[src/rtl/constraint_sampler_pkg.sv]
// Shared types and constants for the constraint sample driver.
// Holds default sizes, LFSR polynomial, FSM states and var layout.
package constraint_sampler_pkg;

    localparam int DEF_VEC_W     = 368;
    localparam int DEF_N_CONS    = 35;
    localparam int DEF_MAX_TRIES = 1024;
    localparam int LFSR_W        = 64;

    // x^64 + x^63 + x^61 + x^60 + 1, right-shifting Galois taps
    localparam logic [LFSR_W-1:0] LFSR_POLY  = 64'hD800_0000_0000_0000;
    localparam logic [LFSR_W-1:0] LFSR_RESET = 64'h1;

    // Layout of var_k inside cand_o; var_0 sits in the LSBs
    localparam int N_VARS = 7;
    localparam int VAR_W   [N_VARS] = '{64, 64, 64, 64, 64, 32, 16};
    localparam int VAR_OFF [N_VARS] = '{0, 64, 128, 192, 256, 320, 352};

    typedef enum logic [1:0] {
        IDLE,
        FILL,
        CHECK,
        OUT
    } state_t;

    // Advance the Galois LFSR by LFSR_W single-bit steps
    function automatic logic [LFSR_W-1:0] lfsr_adv(
        input logic [LFSR_W-1:0] s
    );
        logic [LFSR_W-1:0] r;
        r = s;
        for (int i = 0; i < LFSR_W; i++) begin
            r = r[0] ? ((r >> 1) ^ LFSR_POLY) : (r >> 1);
        end
        return r;
    endfunction

endpackage

[src/rtl/cons_priority_enc.sv]
// Lowest-index zero finder over the constraint result bits.
// Returns 0 when no bit is zero; the caller only uses it on failures.
module cons_priority_enc #(
    parameter int N = 35,
    parameter int W = $clog2(N)
) (
    input  logic [N-1:0] cons,
    output logic [W-1:0] idx
);

    // Scan from the top so the lowest zero wins
    always_comb begin
        idx = '0;
        for (int i = N - 1; i >= 0; i--) begin
            if (!cons[i]) begin
                idx = W'(i);
            end
        end
    end

endmodule

[src/rtl/constraint_sample_driver.sv]
// Constraint sample driver: fills candidates from an LFSR, checks them
// against the constraint bits and retries until accepted or exhausted.
module constraint_sample_driver
    import constraint_sampler_pkg::*;
#(
    parameter int VEC_W     = DEF_VEC_W,
    parameter int N_CONS    = DEF_N_CONS,
    parameter int MAX_TRIES = DEF_MAX_TRIES,
    parameter int IDX_W     = $clog2(N_CONS)
) (
    input  logic              clk,
    input  logic              rst,
    input  logic              start_i,
    input  logic              seed_load_i,
    input  logic [LFSR_W-1:0] seed_i,
    output logic [VEC_W-1:0]  cand_o,
    input  logic [N_CONS-1:0] cons_i,
    output logic              sample_valid_o,
    input  logic              sample_ready_i,
    output logic              busy_o,
    output logic              fail_o,
    output logic [15:0]       tries_o,
    output logic [IDX_W-1:0]  viol_idx_o
);

    localparam int FILL_CYCLES = (VEC_W + LFSR_W - 1) / LFSR_W;
    localparam int FC_W = (FILL_CYCLES > 1) ? $clog2(FILL_CYCLES) : 1;
    localparam logic [FC_W-1:0] FC_LAST = FC_W'(FILL_CYCLES - 1);
    localparam logic [15:0] MAX_T = 16'(MAX_TRIES);

    state_t            state;
    logic [LFSR_W-1:0] lfsr;
    logic [LFSR_W-1:0] chunk;
    logic [FC_W-1:0]   fill_cnt;
    logic [15:0]       tries_nxt;
    logic [IDX_W-1:0]  viol_idx;

    assign chunk     = lfsr_adv(lfsr);
    assign tries_nxt = tries_o + 16'd1;

    cons_priority_enc #(
        .N (N_CONS),
        .W (IDX_W)
    ) u_penc (
        .cons (cons_i),
        .idx  (viol_idx)
    );

    // Request FSM: fill, check, retry or present, all outputs registered
    always_ff @(posedge clk) begin
        if (rst) begin
            state          <= IDLE;
            lfsr           <= LFSR_RESET;
            cand_o         <= '0;
            fill_cnt       <= '0;
            tries_o        <= '0;
            viol_idx_o     <= '0;
            sample_valid_o <= 1'b0;
            fail_o         <= 1'b0;
            busy_o         <= 1'b0;
        end else begin
            fail_o <= 1'b0;
            unique case (state)
                IDLE: begin
                    if (seed_load_i) begin
                        lfsr <= (seed_i == '0) ? LFSR_RESET : seed_i;
                    end
                    if (start_i) begin
                        state    <= FILL;
                        busy_o   <= 1'b1;
                        tries_o  <= '0;
                        fill_cnt <= '0;
                    end
                end
                FILL: begin
                    lfsr   <= chunk;
                    cand_o <= {cand_o[VEC_W-LFSR_W-1:0], chunk};
                    if (fill_cnt == FC_LAST) begin
                        fill_cnt <= '0;
                        state    <= CHECK;
                    end else begin
                        fill_cnt <= fill_cnt + 1'b1;
                    end
                end
                CHECK: begin
                    tries_o <= tries_nxt;
                    if (&cons_i) begin
                        state          <= OUT;
                        sample_valid_o <= 1'b1;
                    end else begin
                        viol_idx_o <= viol_idx;
                        if (tries_nxt == MAX_T) begin
                            state  <= IDLE;
                            busy_o <= 1'b0;
                            fail_o <= 1'b1;
                        end else begin
                            state <= FILL;
                        end
                    end
                end
                OUT: begin
                    if (sample_ready_i) begin
                        state          <= IDLE;
                        sample_valid_o <= 1'b0;
                        busy_o         <= 1'b0;
                    end
                end
                default: state <= IDLE;
            endcase
        end
    end

endmodule

[config.mk]
export PLATFORM = sky130hd
export DESIGN_NAME = constraint_sample_driver
export DESIGN_NICKNAME = d
export VERILOG_FILES = /design/src/rtl/constraint_sampler_pkg.sv /design/src/rtl/cons_priority_enc.sv /design/src/rtl/constraint_sample_driver.sv
export SDC_FILE = /design/constraint.sdc
export NUM_CORES = 1
export LEC_CHECK = 0
export ABC_AREA = 1
export BUFFER_PORTS_ARGS = -buffer_cell sky130_fd_sc_hd__buf_2
export CORE_ASPECT_RATIO = 1.5
export CORE_MARGIN = 2
export CORE_UTILIZATION = 35
export DETAILED_ROUTE_END_ITERATION = 8
export PLACE_DENSITY_LB_ADDON = 0.2
export SLEW_MARGIN = 20
export SYNTH_ARGS = -nofsm -noshare
export SYNTH_HDL_FRONTEND = slang
export SYNTH_SLANG_ARGS = --single-unit
[constraint.sdc]
create_clock -name clk -period 4.9 [get_ports clk]
set_clock_uncertainty 0.05 [all_clocks]
set_input_delay 0.49 -clock clk [delete_from_list [all_inputs] [get_ports clk]]
set_output_delay 0.49 -clock clk [all_outputs]
set_load 0.01 [all_outputs]
### Word-level counts from Yosys, hierarchy flattened

Index checks and enable logic that the tools add are counted.
W data, S select, Z words.

| word-level totals | value |
|---|---|
| register bits after elaboration | 462 |
| bits in latches | 0 |
| memory bits (writable) | 0 |
| ROM bits | 0 |
| bits of input ports | 104 |
| logic and storage cells | 225 |
| memories kept | 0 |

| operators by class | value |
|---|---|
| $add $sub $neg | 2 |
| multipliers | 0 |
| div/mod/pow operators | 0 |
| magnitude comparators | 0 |
| equality and inequality tests | 12 |
| shift operators | 0 |
| muxes and demuxes | 121 |
| bitwise gates (word level) | 66 |
| reduce and logical (&&, ||, !) cells | 15 |

Operators by type and width:

| cell | number |
|---|---|
| $mux W64 | 66 |
| $not A3 Y4 | 64 |
| $mux W6 | 35 |
| $pmux W64 S2 | 1 |
| $logic_not A64 Y1 | 1 |
| $reduce_and A35 Y1 | 1 |
| $pmux W16 S2 | 1 |
| $add A16 B1 Y16 const B | 1 |
| $eq A16 B11 Y1 const B | 1 |
| $mux W16 | 1 |
| $ne A2 B2 Y1 const B | 7 |
| $mux W2 | 4 |
| $pmux W2 S4 | 1 |
| $reduce_and A2 Y1 | 4 |
| $mux W1 | 7 |
| $mux W3 | 2 |
| $pmux W3 S2 | 1 |
| $reduce_and A3 Y1 | 2 |
| $reduce_bool A2 Y1 | 3 |
| $reduce_and A5 Y1 | 1 |
| $eq A2 B2 Y1 const B | 2 |
| $add A3 B1 Y3 const B | 1 |
| $eq A3 B3 Y1 const B | 1 |
| $pmux W1 S3 | 1 |
| other kinds (6) | 7 |

### Longest topological paths before layout

Gate-level depths: netlist (run 1).

| logic depth | value |
|---|---|
| depth after elaboration | 129 |
| depth in mapped cells | 35 |

### Cells and area by module

Synthesis (run 1) repeated with hierarchy kept, for this count alone.

| unflattened totals | value |
|---|---|
| cell total of the unflattened synthesis | 2510 |
| area total of the unflattened synthesis | 18751.7 sq um |

By module, submodules not included:

| module | instances | cells an instance | area an instance (sq um) |
|---|---|---|---|
| constraint_sample_driver | 1 | 2425 | 18386.4 |
| cons_priority_enc | 1 | 85 | 365.4 |

### Worst setup path before layout (run 1)

No wires, ideal clock.

| timing | value |
|---|---|
| path type | flip-flop to flip-flop |
| start point | reg tries_o[3] |
| end point | reg busy_o |
| setup time | 0.091 ns |
| arrival | 2.266 ns |
| data required time | 4.759 ns |
| setup slack | 2.493 ns |
| cell stages (with the launch flop) | 14 |
| clock period less this slack | 2.407 ns |
| path through | dfxtp_1 -> nand2_2 -> nor3_1 -> inv_2 -> nor2_2 -> nand3_1 -> nor2_1 -> xnor2_1 -> clkinv_1 -> nor4_1 -> nand4_1 -> o21ai_2 -> a21oi_1 -> a311oi_1 |

| between the ends | value |
|---|---|
| longest elaborated chain between the ends | 4 |

RTL lines:

| what | RTL line | source |
|---|---|---|
| start, declared | constraint_sample_driver.sv:22 | `output logic [15:0] tries_o,` |
| start signal, assigned | constraint_sample_driver.sv:86 | `tries_o <= tries_nxt;` |
| $add A16 B1 Y16 | constraint_sample_driver.sv:39 | `assign tries_nxt = tries_o + 16'd1;` |
| $eq A16 B11 Y1 | constraint_sample_driver.sv:92 | `if (tries_nxt == MAX_T) begin` |
| $ne A2 B2 Y1 (no line) | n/a |  |
| $reduce_and A5 Y1 (no line) | n/a |  |
| end signal, assigned | constraint_sample_driver.sv:60 | `busy_o <= 1'b0;` |
| end signal, assigned | constraint_sample_driver.sv:94 | `busy_o <= 1'b0;` |
| end signal, assigned | constraint_sample_driver.sv:105 | `busy_o <= 1'b0;` |
| end, declared | constraint_sample_driver.sv:20 | `output logic busy_o,` |

Every way passes these cells.
A chain may end at the register's enable or synchronous reset.

### Worst setup path in the final report (run 1)

| timing | value |
|---|---|
| start point | reg state[1] |
| end point | reg cand_o[359] |

| between the ends | value |
|---|---|
| longest elaborated chain between the ends | 1 |

RTL lines:

| what | RTL line | source |
|---|---|---|
| start, declared | constraint_sample_driver.sv:31 | `state_t state;` |
| start signal, assigned | constraint_sample_driver.sv:52 | `state <= IDLE;` |
| start signal, assigned | constraint_sample_driver.sv:69 | `state <= FILL;` |
| start signal, assigned | constraint_sample_driver.sv:80 | `state <= CHECK;` |
| $eq A2 B1 Y1 | constraint_sample_driver.sv:63 | `unique case (state)` |
| end signal, assigned | constraint_sample_driver.sv:77 | `cand_o <= {cand_o[VEC_W-LFSR_W-1:0], chunk};` |
| end, declared | constraint_sample_driver.sv:16 | `output logic [VEC_W-1:0] cand_o,` |

Every way passes these cells.

==> results of run 1 <==
## critical path: cells and delay by family, from the launching register on
kind	cells	cell delay [ns]
flops	1	0.37
fa+ha+maj	1	0.41
buf+inv	4	1.73
simple gates	2	0.20
## worst min-delay path by stage
stage / start / endpoint
2_1_floorplan: fill_cnt[2] / fill_cnt[2]
3_3_place_gp: viol_idx_o[4] / viol_idx_o[4]
3_5_place_dp: viol_idx_o[4] / viol_idx_o[4]
4_1_cts: cons_i[0] / viol_idx_o[1]
5_1_grt: cons_i[0] / viol_idx_o[1]
6_report: cons_i[0] / viol_idx_o[1]
## state kept, by name, summed over array words and instances, names as in the netlist
name and flops:
fail_o 1, state 2, lfsr 64, cand_o 368, fill_cnt 3, viol_idx_o 6
tries_o 16, busy_o 1, sample_valid_o 1
## power breakdown
part / switching [W] / internal (W) / total (W)
clock: 0.00150 / 0.00212 / 0.00362
combinational: 0.00473 / 0.00256 / 0.00729
sequential: 0.00133 / 0.00529 / 0.00662
total: 0.00757 / 0.00997 / 0.0175
## through the flow
step	power (W)	hold slack (ns)	area, um^2	utilization
2_1_floorplan	0.0110	0.403	18300	-
3_3_place_gp	0.0138	0.394	21200	0.411
3_5_place_dp	0.0140	0.407	21300	0.411
4_1_cts	0.0177	0.158	22800	0.441
5_1_grt	0.0189	0.179	22800	0.441
6_report	0.0175	0.189	22800	0.441
## logic make-up (layout without fill, tap and decap cells)
kind of cell | count (synthesis) | in the layout | synth area share
flip-flops | 462 | 462 | 0.505
adder cells (fa/ha/maj) | 5 | 5 | 0.00341
buffers and inverters | 310 | 747 | 0.0635
AO/OA/AOI/OAI | 621 | 621 | 0.180
XOR/XNOR | 75 | 75 | 0.0358
AND/OR/NAND/NOR | 982 | 982 | 0.212
other | 0 | 4 | 0
## cell usage in the layout (no fill, tap or decap), drive strengths merged, types with 6 or more instances in the layout
| cell | synthesis | layout |
|---|---|---|
| nand3 | 67 | 67 |
| o21ai | 383 | 383 |
| nor3 | 7 | 7 |
| a21oi | 163 | 163 |
| clkbuf | 131 | 70 |
| dfxtp | 462 | 462 |
| nand2 | 231 | 231 |
| buf | 24 | 510 |
| a21o | 6 | 6 |
| o211ai | 63 | 63 |
| inv | 153 | 155 |
| nand4 | 7 | 7 |
| nor4 | 17 | 17 |
| xnor2 | 63 | 63 |
| clkinv | 2 | 7 |
| nor2 | 647 | 647 |
| xor2 | 12 | 12 |
## area by class of cell
| class | count | area (um^2) | share of cell area |
|---|---|---|---|
| antenna | 4 | 10.0 | 0.000439 |
| tap | 676 | 846 | 0.0371 |
| sequential | 462 | 9250 | 0.405 |
| clock buffer | 70 | 1350 | 0.0592 |
| timing repair buffer | 510 | 2640 | 0.116 |
| clock inverter | 12 | 189 | 0.00828 |
| multi-input combinational | 1683 | 7930 | 0.348 |
| inverter | 155 | 597 | 0.0262 |
## metal layers
layer | up-vias | track usage
met2 | 559 | 0.351
li1 | 8815 | -
met1 | 7997 | 0.266
met3 | 137 | 0.0443
met5 | - | 0
met4 | 16 | 0.0979
==> summary.md, run 1 <==
| Metric | Value |
|---|---|
| Setup WS pre-CTS | `1.90 ns` |
| Startpoint types | `flop` |
| Setup WS post-layout | `1.85 ns` |
| Min-Delay Path Class | `input port to flop` |
| Routed WL | `60,400 um` |
| Setup tns final | `0 ns` |
| Synth cell types | `32` |
| Post-synth top area cell | `dfxtp_1` |
| CP peak stage delay | `0.70 ns` |
| Placed insts | `3,486` |
| Final Instance Count excl. Fillers | `3,572` |
| FF+latch count, synth | `462` |
| Worst R2R Setup Slack | `1.85 ns` |
| Die Y | `284 um` |
| Layout cells sized above 1 | `0.207` |
| Via density per instance | `4.91` |
| Worst-path clk slew | `0.06 ns` |
| Uppermost layer routed | `met5` |
| Final net count | `2,967` |
| Leakage | `11.4 nW` |
| Max Cap Viol | `0` |
| Yosys warns | `0` |
| Hold depth | `3` |
| RSZ-0062 raised after global routing | `false` |
| Cells after Synth | `2,455` |
| Ys flop type | `dfxtp_1` |
| Antenna violations before repair | `12` |
| DR DRC count | `0` |
| Top Ports | `497` |
| Synthesis-to-finish area growth | `24.5%` |
| Max Transition Viols Final | `0` |
| Final min period | `3.05 ns` |
| H-tree Lvls | `2` |
| Die extent in x | `191 um` |
| Worst skew pair latency | `0.55 ns` |
| Crit Path Max Fanout | `162` |
| Area share of the largest cell type after synthesis | `0.505` |
| Row cnt | `102` |
| Vias in the first global route | `16,500` |
| Peak supply drop | `0.353 mV` |
| Hpwl dp | `42,900 um` |
| Crit-path cells | `inv_1 > ha_4 > inv_8 > buf_12 > buf_4 > nor2_1 > nor2_1` |
| Final Wtd Congestion | `0.869` |
| R2R Path End | `cand_o[359]` |
| Metal3 WL | `3810 um` |
| CP startpoint | `state[1]` |
| FFs w/ async S/R, synth | `0` |
| Initial DRT Pass Iterations | `5` |
| Initial Util | `0.355` |
| CTS Buf Count | `46` |
| Root Buffer | `clkbuf_16` |
| Final Hold Vio Count | `0` |
| Slew headroom | `0.281` |
| Required time of the critical path | `5.34 ns` |
| Fill count | `5,409` |
| Core area | `51,700 um^2` |
| Kind of critical path | `flop to flop` |
| DR WL met2 | `28,300 um` |
| Number of flops mapped to enable cells by yosys | `0` |
| Synthesized area | `18,300 um^2` |
| Top cells by area, synth | `dfxtp_1, nor2_1, o21ai_0` |
| Bufs on Longest Clock Path | `3` |
| DRT iter0 DRCs | `1,127` |
| Max Fclk | `328 MHz` |
| Via count | `17,500` |
| Sequential area share after synthesis | `0.505` |
| Largest net degree at the start of global routing | `165` |
| First-pass GRT wire length | `92,800 um` |
| Global Route Usage Sum | `0.213` |
| Status | `complete, no violations` |
| Crit share post-route | `0.623` |
| DR WL/cell | `16.9 um` |
| Total global routing overflow | `0` |
| Endpoint type of the worst setup path | `flop` |
| Cell mode on critical path | `nor2_1` |
| CTS tree | `yes` |
| Critical path data arrival time | `3.49 ns` |
| Avg Inst Size Synth | `7.46 um^2` |
| Reg-to-reg startpoint | `state[1]` |
| FF-to-FF path depth | `7` |
| Final ANT Viol Nets | `0` |
| Number of I/O port buffers | `496` |
| Worst setup endpoint | `cand_o[359]` |
| CP max-delay cell | `inv_8` |
| Post-CTS Setup Inserts | `0` |
| Syn nets | `2,564` |
| Clk sinks | `462` |
| Top-count cell post-synth | `nor2_1` |
| Endpoints failing setup | `0` |
| Metal-1 WL | `25,300 um` |
| Power Density | `769 nW/um^2` |
| Most frequent cells after synthesis | `nor2_1, dfxtp_1, o21ai_0` |
| Die Footprint | `54,200 um^2` |
| # resized after CTS | `0` |
| CTS hold repair buffers | `0` |
| Worst slew pin tran | `1.07 ns` |
No activity file was read; power rests on OpenSTA's default activity.
==> run 2, diff against run 1 <==
--- a/config.mk
+++ b/config.mk
@@ -5,7 +5,7 @@
 export SDC_FILE = /design/constraint.sdc
 export NUM_CORES = 1
 export LEC_CHECK = 0
-export ABC_AREA = 1
+export ABC_AREA = 0
 export BUFFER_PORTS_ARGS = -buffer_cell sky130_fd_sc_hd__buf_2
 export CORE_ASPECT_RATIO = 1.5
 export CORE_MARGIN = 2
==> constraint.sdc (replaced) <==
create_clock -name clk -period 2.85 [get_ports clk]
set_clock_uncertainty 0.05 [all_clocks]
set_input_delay 0.285 -clock clk [delete_from_list [all_inputs] [get_ports clk]]
set_output_delay 0.285 -clock clk [all_outputs]
set_load 0.01 [all_outputs]
==> run 2 against run 1 <==
Combinational power rose by 25%; total power grew 39%; design area rose by 5.2%; sequential power rose by 32%; critical path type unchanged; first-iteration DRC count decreased by 39%; non-clock buffer count rose by 65; critical path depth shrank 1; highest routed layer unchanged.
==> summary.md, run 2 <==
| Metric | Value |
|---|---|
| Ys flop type | `dfxtp_1 (unchanged)` |
| Max Cap Viol | `0 (unchanged)` |
| CP peak stage delay | `0.46 ns (was 0.70 ns)` |
| Fill count | `5,163 (was 5,409)` |
| R2R Path End | `lfsr[32] (was cand_o[359])` |
| First-pass GRT wire length | `84,000 um (was 92,800 um)` |
| H-tree Lvls | `2 (unchanged)` |
| DR DRC count | `0 (unchanged)` |
| Setup WS post-layout | `0.555 ns (was 1.85 ns)` |
| Layout cells sized above 1 | `0.249 (was 0.207)` |
| Post-synth top area cell | `dfxtp_1 (unchanged)` |
| Most frequent cells after synthesis | `dfxtp_1, nor2_1, mux2i_1 (was nor2_1, dfxtp_1, o21ai_0)` |
| DRT iter0 DRCs | `683 (was 1,127)` |
| Worst skew pair latency | `0.58 ns (was 0.55 ns)` |
| CTS tree | `yes (unchanged)` |
| Syn nets | `2,051 (was 2,564)` |
| Required time of the critical path | `3.30 ns (was 5.34 ns)` |
| CTS Buf Count | `47 (was 46)` |
| Post-CTS Setup Inserts | `0 (unchanged)` |
| Critical path data arrival time | `2.74 ns (was 3.49 ns)` |
| Cells after Synth | `1,942 (was 2,455)` |
| Leakage | `10.7 nW (was 11.4 nW)` |
| Max Transition Viols Final | `0 (unchanged)` |
| Area share of the largest cell type after synthesis | `0.494 (was 0.505)` |
| Setup WS pre-CTS | `0.569 ns (was 1.90 ns)` |
| Final Wtd Congestion | `0.824 (was 0.869)` |
| Kind of critical path | `flop to flop (unchanged)` |
| Biggest regs | `cand_o x368, lfsr x64, tries_o x16 (unchanged)` |
| Worst hold slack | `0.0216 ns (was 0.189 ns)` |
| Worst R2R Setup Slack | `0.56 ns (was 1.85 ns)` |
| Slew headroom | `0.370 (was 0.281)` |
| Die Footprint | `55,400 um^2 (was 54,200 um^2)` |
| Core area | `52,700 um^2 (was 51,700 um^2)` |
| Synth cell types | `58 (was 32)` |
| Status | `complete, no violations (unchanged)` |
| Top cells by area, synth | `dfxtp_1, mux2i_1, nor2_1 (was dfxtp_1, nor2_1, o21ai_0)` |
| Final ANT Viol Nets | `0 (unchanged)` |
| Commonest non-fill, non-tap cell in the layout | `buf_2 (was nor2_1)` |
| Peak supply drop | `0.558 mV (was 0.353 mV)` |
| Top Ports | `497 (unchanged)` |
| Crit-path leading delay family | `buffers and inverters (unchanged)` |
| Power Density | `1010 nW/um^2 (was 769 nW/um^2)` |
| RSZ-0062 raised after global routing | `false (unchanged)` |
| WP buf/inv | `2 (was 4)` |
| Reg-to-reg startpoint | `state[0] (was state[1])` |
| Top-count cell post-synth | `dfxtp_1 (was nor2_1)` |
| Initial Util | `0.355 (about the same)` |
| Total global routing overflow | `0 (unchanged)` |
| Worst slew pin tran | `0.945 ns (was 1.07 ns)` |
| Global Route Usage Sum | `0.189 (was 0.213)` |
| Most flops, register | `cand_o (unchanged)` |
| Worst-path clk slew | `0.06 ns (about the same)` |
| Routed WL | `54,700 um (was 60,400 um)` |
| Final net count | `2,541 (was 2,967)` |
| Antenna Cells | `0 (was 4)` |
| Largest net degree at the start of global routing | `198 (was 165)` |
| FF-to-FF path depth | `6 (was 7)` |
| Synthesized area | `18,700 um^2 (was 18,300 um^2)` |
| Clk sinks | `462 (unchanged)` |
| Commonest cells after routing, fill and taps aside | `buf_2, dfxtp_1, nor2_1 (was nor2_1, buf_2, dfxtp_1)` |
| Die extent in x | `193 um (was 191 um)` |
| Number of flip-flops in the largest register | `368 (unchanged)` |
| Setup tns final | `0 ns (unchanged)` |
| Die Y | `287 um (was 284 um)` |
| Final core occ | `0.456 (was 0.441)` |
| Row cnt | `103 (was 102)` |
| Vias in the first global route | `15,100 (was 16,500)` |
| Crit Path Max Fanout | `36 (was 162)` |
| # resized after CTS | `0 (unchanged)` |
| Synthesis-to-finish area growth | `28.3% (was 24.5%)` |
| Root Buffer | `clkbuf_16 (unchanged)` |
| Crit share post-route | `0.805 (was 0.623)` |
| Number of I/O port buffers | `496 (unchanged)` |
| Hold Path Sink | `lfsr[24] (was viol_idx_o[1])` |
| Endpoint type of the worst setup path | `flop (unchanged)` |
| Final Hold Vio Count | `0 (unchanged)` |
| Initial DRT Pass Iterations | `5 (unchanged)` |
| Hold depth | `3 (unchanged)` |
| Startpoint types | `flop (unchanged)` |
| Via density per instance | `4.94 (was 4.91)` |
| Crit-path cells | `inv_1 > ha_1 > mux2_2 > buf_4 > o211ai_1 > a21oi_1 (was inv_1 > ha_4 > inv_8 > buf_12 > buf_4 > nor2_1 > nor2_1)` |
| Endpoints failing setup | `0 (unchanged)` |
| Bufs on Longest Clock Path | `3 (unchanged)` |
| Yosys warns | `0 (unchanged)` |
| Via count | `15,600 (was 17,500)` |
| Hpwl dp | `39,000 um (was 42,900 um)` |
| Max Fclk | `436 MHz (was 328 MHz)` |
| DR WL/cell | `17.4 um (was 16.9 um)` |
| CTS hold repair buffers | `55 (was 0)` |
| Min-Delay Startpoint | `seed_i[24] (was cons_i[0])` |
| Sequential area share after synthesis | `0.494 (was 0.505)` |
| Finished Cell Area | `24,000 um^2 (was 22,800 um^2)` |
| CP max-delay cell | `dfxtp_1 (was inv_8)` |
| FFs w/ async S/R, synth | `0 (unchanged)` |
| Antenna violations before repair | `5 (was 12)` |
| DP Area | `21,900 um^2 (was 21,300 um^2)` |
| Final min period | `2.29 ns (was 3.05 ns)` |
| Avg Inst Size Synth | `9.63 um^2 (was 7.46 um^2)` |
| Number of flops mapped to enable cells by yosys | `0 (unchanged)` |
| Min-Delay Path Class | `input port to flop (unchanged)` |
| FF+latch count, synth | `462 (unchanged)` |
## run 2: how the worst max path moves through the flow
stage / from / to / depth (start not counted)
after floorplan: tries_o[0] / tries_o[14] / 7
after global placement: state[0] / lfsr[15] / 6
after detailed placement: state[0] / lfsr[32] / 6
after CTS: state[0] / lfsr[24] / 6
after global routing: state[0] / lfsr[28] / 6
final: state[0] / lfsr[32] / 6
## run 2: final cells by class
class	instances	area (um^2)	area share
Multi-Input combinational cell	1333	8920	0.372
Tap cell	682	853	0.0355
Timing Repair Buffer	575	3340	0.139
Clock inverter	19	287	0.0119
Sequential cell	462	9250	0.385
Inverter	13	48.8	0.00203
Clock buffer	63	1320	0.0548
## run 2: metal layers
layer,wire length (um),up-vias,track usage
met2,27500,389,0.336
met5,70,-,0
met1,22500,7341,0.225
li1,-,7705,-
met4,1530,10,0.0590
met3,3100,107,0.0415
## run 2: tightest hold or removal path, stage by stage
cell and delay [ns]:
buf_2 0.10, o211ai_1 0.08, a21oi_1 0.14
## run 2: metrics by stage
stage	power, W	std cells
after floorplan	0.0154	1942
after global placement	0.0179	3010
after detailed placement	0.0180	3010
after CTS	0.0247	3147
after global routing	0.0259	3147
final	0.0243	3147
## run 2: cell families (layout without fill, tap and decap cells)
| family | count (synthesis) | in the layout | share of synthesized area |
|---|---|---|---|
| simple gates | 605 | 605 | 0.138 |
| flops | 462 | 462 | 0.494 |
| mux | 311 | 311 | 0.167 |
| compound gates | 276 | 276 | 0.104 |
| buf+inv | 147 | 670 | 0.0302 |
| xor+xnor | 136 | 136 | 0.0637 |
| fa+ha+maj | 5 | 5 | 0.00334 |
## run 2: report_power, final
group          switching (W)  internal [W]  total [W]  leakage, nW
logic                0.00494       0.00415    0.00910         6.16
registers            0.00119       0.00756    0.00875         3.75
clock network        0.00262       0.00387    0.00649        0.786
total                0.00875        0.0156     0.0243         10.7
==> run 3, diff against run 2 <==
==> constraint.sdc (replaced) <==
create_clock -name clk -period 1.9 [get_ports clk]
set_clock_uncertainty 0.05 [all_clocks]
set_input_delay 0.19 -clock clk [delete_from_list [all_inputs] [get_ports clk]]
set_output_delay 0.19 -clock clk [all_outputs]
set_load 0.01 [all_outputs]
==> run 3 against run 2 <==
Sequential cell count stayed put; first-iteration DRC count is 2.2% higher; non-clock buffer count increased by 77; cell count up 2.8%; via count grew 2.0%; clock power increased by 48%; critical endpoint is now viol_idx_o[0]; largest power group unchanged.
==> summary.md, run 3 (synthesis gave the netlist of run 2 again) <==
| Metric | Value |
|---|---|
| Routed WL | `55,400 um (was 54,700 um)` |
| Die extent in x | `193 um (unchanged)` |
| Final ANT Viol Nets | `0 (unchanged)` |
| Worst skew pair latency | `0.57 ns (was 0.58 ns)` |
| Metal3 WL | `3530 um (was 3100 um)` |
| Fill count | `5,175 (was 5,163)` |
| Die Footprint | `55,400 um^2 (unchanged)` |
| Vias in the first global route | `15,300 (was 15,100)` |
| Commonest non-fill, non-tap cell in the layout | `buf_2 (unchanged)` |
| Initial DRT Pass Iterations | `5 (unchanged)` |
| Hpwl dp | `40,100 um (was 39,000 um)` |
| Placed insts | `3,063 (was 3,010)` |
| Antenna violations before repair | `13 (was 5)` |
| Endpoints failing setup | `0 (unchanged)` |
| First-pass GRT wire length | `83,900 um (was 84,000 um)` |
| Max Transition Viols Final | `0 (unchanged)` |
| Kind of critical path | `input port to flop (was flop to flop)` |
| Final min period | `1.84 ns` |
| Startpoint types | `input port (was flop)` |
| Most flops, register | `cand_o (unchanged)` |
| Row cnt | `103 (unchanged)` |
| Synthesis-to-finish area growth | `33.4% (was 28.3%)` |
| Uppermost layer routed | `met5 (unchanged)` |
| Clk sinks | `462 (unchanged)` |
| Crit-path cells | `dlygate4sd3_1 > buf_2 > nand4_2 > or4_4 > or3_4 > a21oi_1 > a211oi_2 (was inv_1 > ha_1 > mux2_2 > buf_4 > o211ai_1 > a21oi_1)` |
| Power Density | `1490 nW/um^2 (was 1010 nW/um^2)` |
| Max Fclk | `543 MHz` |
| DR DRC count | `0 (unchanged)` |
| H-tree Lvls | `2 (unchanged)` |
| DR WL met2 | `28,100 um (was 27,500 um)` |
| Endpoint type of the worst setup path | `flop (unchanged)` |
| Number of flip-flops in the largest register | `368 (unchanged)` |
| Number of I/O port buffers | `496 (unchanged)` |
| Root Buffer | `clkbuf_16 (unchanged)` |
| DRT iter0 DRCs | `698 (was 683)` |
| Via density per instance | `4.90 (was 4.94)` |
| CTS Buf Count | `46 (was 47)` |
| Top Ports | `497 (unchanged)` |
| Slew headroom | `0.463 (was 0.370)` |
| Crit share post-route | `0.969` |
| Required time of the critical path | `2.28 ns (was 3.30 ns)` |
| Critical path data arrival time | `2.22 ns (was 2.74 ns)` |
| Core area | `52,700 um^2 (unchanged)` |
| Setup tns final | `0 ns (unchanged)` |
| CTS tree | `yes (unchanged)` |
| Final Wtd Congestion | `0.863 (was 0.824)` |
| Max Cap Viol | `0 (unchanged)` |
| CP max-delay cell | `or4_4 (was dfxtp_1)` |
| Die Y | `287 um (unchanged)` |
| WP buf/inv | `2 (unchanged)` |
| Biggest regs | `cand_o x368, lfsr x64, tries_o x16 (unchanged)` |
| DR WL/cell | `17.1 um (was 17.4 um)` |
| Leakage | `11.2 nW (was 10.7 nW)` |
| Peak supply drop | `0.833 mV (was 0.558 mV)` |
| Initial Util | `0.355 (unchanged)` |
| Status | `complete, no violations (unchanged)` |
| Metal-1 WL | `22,100 um (was 22,500 um)` |
| Bufs on Longest Clock Path | `3 (unchanged)` |
| Crit-path leading delay family | `simple AND/OR/NAND/NOR gates (was buffers and inverters)` |
| CP peak stage delay | `0.57 ns (was 0.46 ns)` |
| Final Hold Vio Count | `0 (unchanged)` |
| Final net count | `2,617 (was 2,541)` |
| Min-Delay Path Class | `input port to flop (unchanged)` |
| Largest net degree at the start of global routing | `161 (was 198)` |
| Global Route Usage Sum | `0.188 (was 0.189)` |
| Commonest cells after routing, fill and taps aside | `buf_2, dfxtp_1, nor2_1 (unchanged)` |
| Layout cells sized above 1 | `0.273 (was 0.249)` |
| Worst-path clk slew | `0.07 ns (was 0.06 ns)` |
| Crit Path Max Fanout | `4 (was 36)` |
| Worst slew pin tran | `0.806 ns (was 0.945 ns)` |
| Final Instance Count excl. Fillers | `3,236 (was 3,147)` |
| Total global routing overflow | `0 (unchanged)` |
| Via count | `15,900 (was 15,600)` |
[run 3: metal layers]
metal	vias up	track usage
li1	7856	-
met1	7438	0.217
met2	455	0.336
met3	99	0.0399
met4	10	0.0718
met5	-	0
[run 3: worst paths after layout]
| path | start | slack, ns | end | cells after the start |
|---|---|---|---|---|
| worst max register to register | tries_o[5] | 0.06 | busy_o | 6 |
| worst min register to register | viol_idx_o[4] | 0.41 | viol_idx_o[4] | 2 |
| worst max-delay path | cons_i[1] | 0.06 | viol_idx_o[0] | 7 |
| worst min-delay path | seed_i[30] | 0.01 | lfsr[30] | 3 |
[run 3: layout make-up]
cell class	count	area, um^2	share of cell area
flip-flops and latches	462	9270	0.371
well taps	682	853	0.0342
multi-input cells	1333	9020	0.361
diodes	9	22.5	0.000902
repair buffers	652	4150	0.166
clock buffers	71	1420	0.0568
clock inverters	14	185	0.00742
inverters	13	48.8	0.00195
[run 3: timing repair]
action | CTS | global route
setup buffers | 0 | 5
gates resized for setup | 4 | 25
endpoints found under the setup margin | 6 | 21
cloned | 0 | 1
pin swaps | 2 | 9
hold buffers | 73 | 0
hold endpoints to repair | 67 | 0
[run 3: worst reg2reg max path: cells and delay by family, from the launching register on]
family	cells	cell delay [ns]
AOI/OAI and AO/OA	1	0.26
DFF	1	0.40
muxes	1	0.19
and+or+nand+nor	4	0.84
[run 3: stage by stage]
stage               area, um^2  utilization  setup slack [ns]  hold slack [ns]  power (W)
floorplan                18700            -          -0.00909            0.288     0.0231
global placement         22400        0.426           -0.0608            0.402     0.0274
detailed placement       22400        0.426           -0.0396            0.406     0.0276
CTS                      24800        0.470           0.00235          0.00992     0.0374
global route             25000        0.474           -0.0446          0.00512     0.0393
finish                   25000        0.474            0.0597           0.0103     0.0371
[run 3: where the power goes]
part           internal, W  switching, W  total (W)
clock              0.00570       0.00389    0.00959
sequential          0.0113       0.00173     0.0131
combinational      0.00687       0.00759     0.0145
total               0.0239        0.0132     0.0371
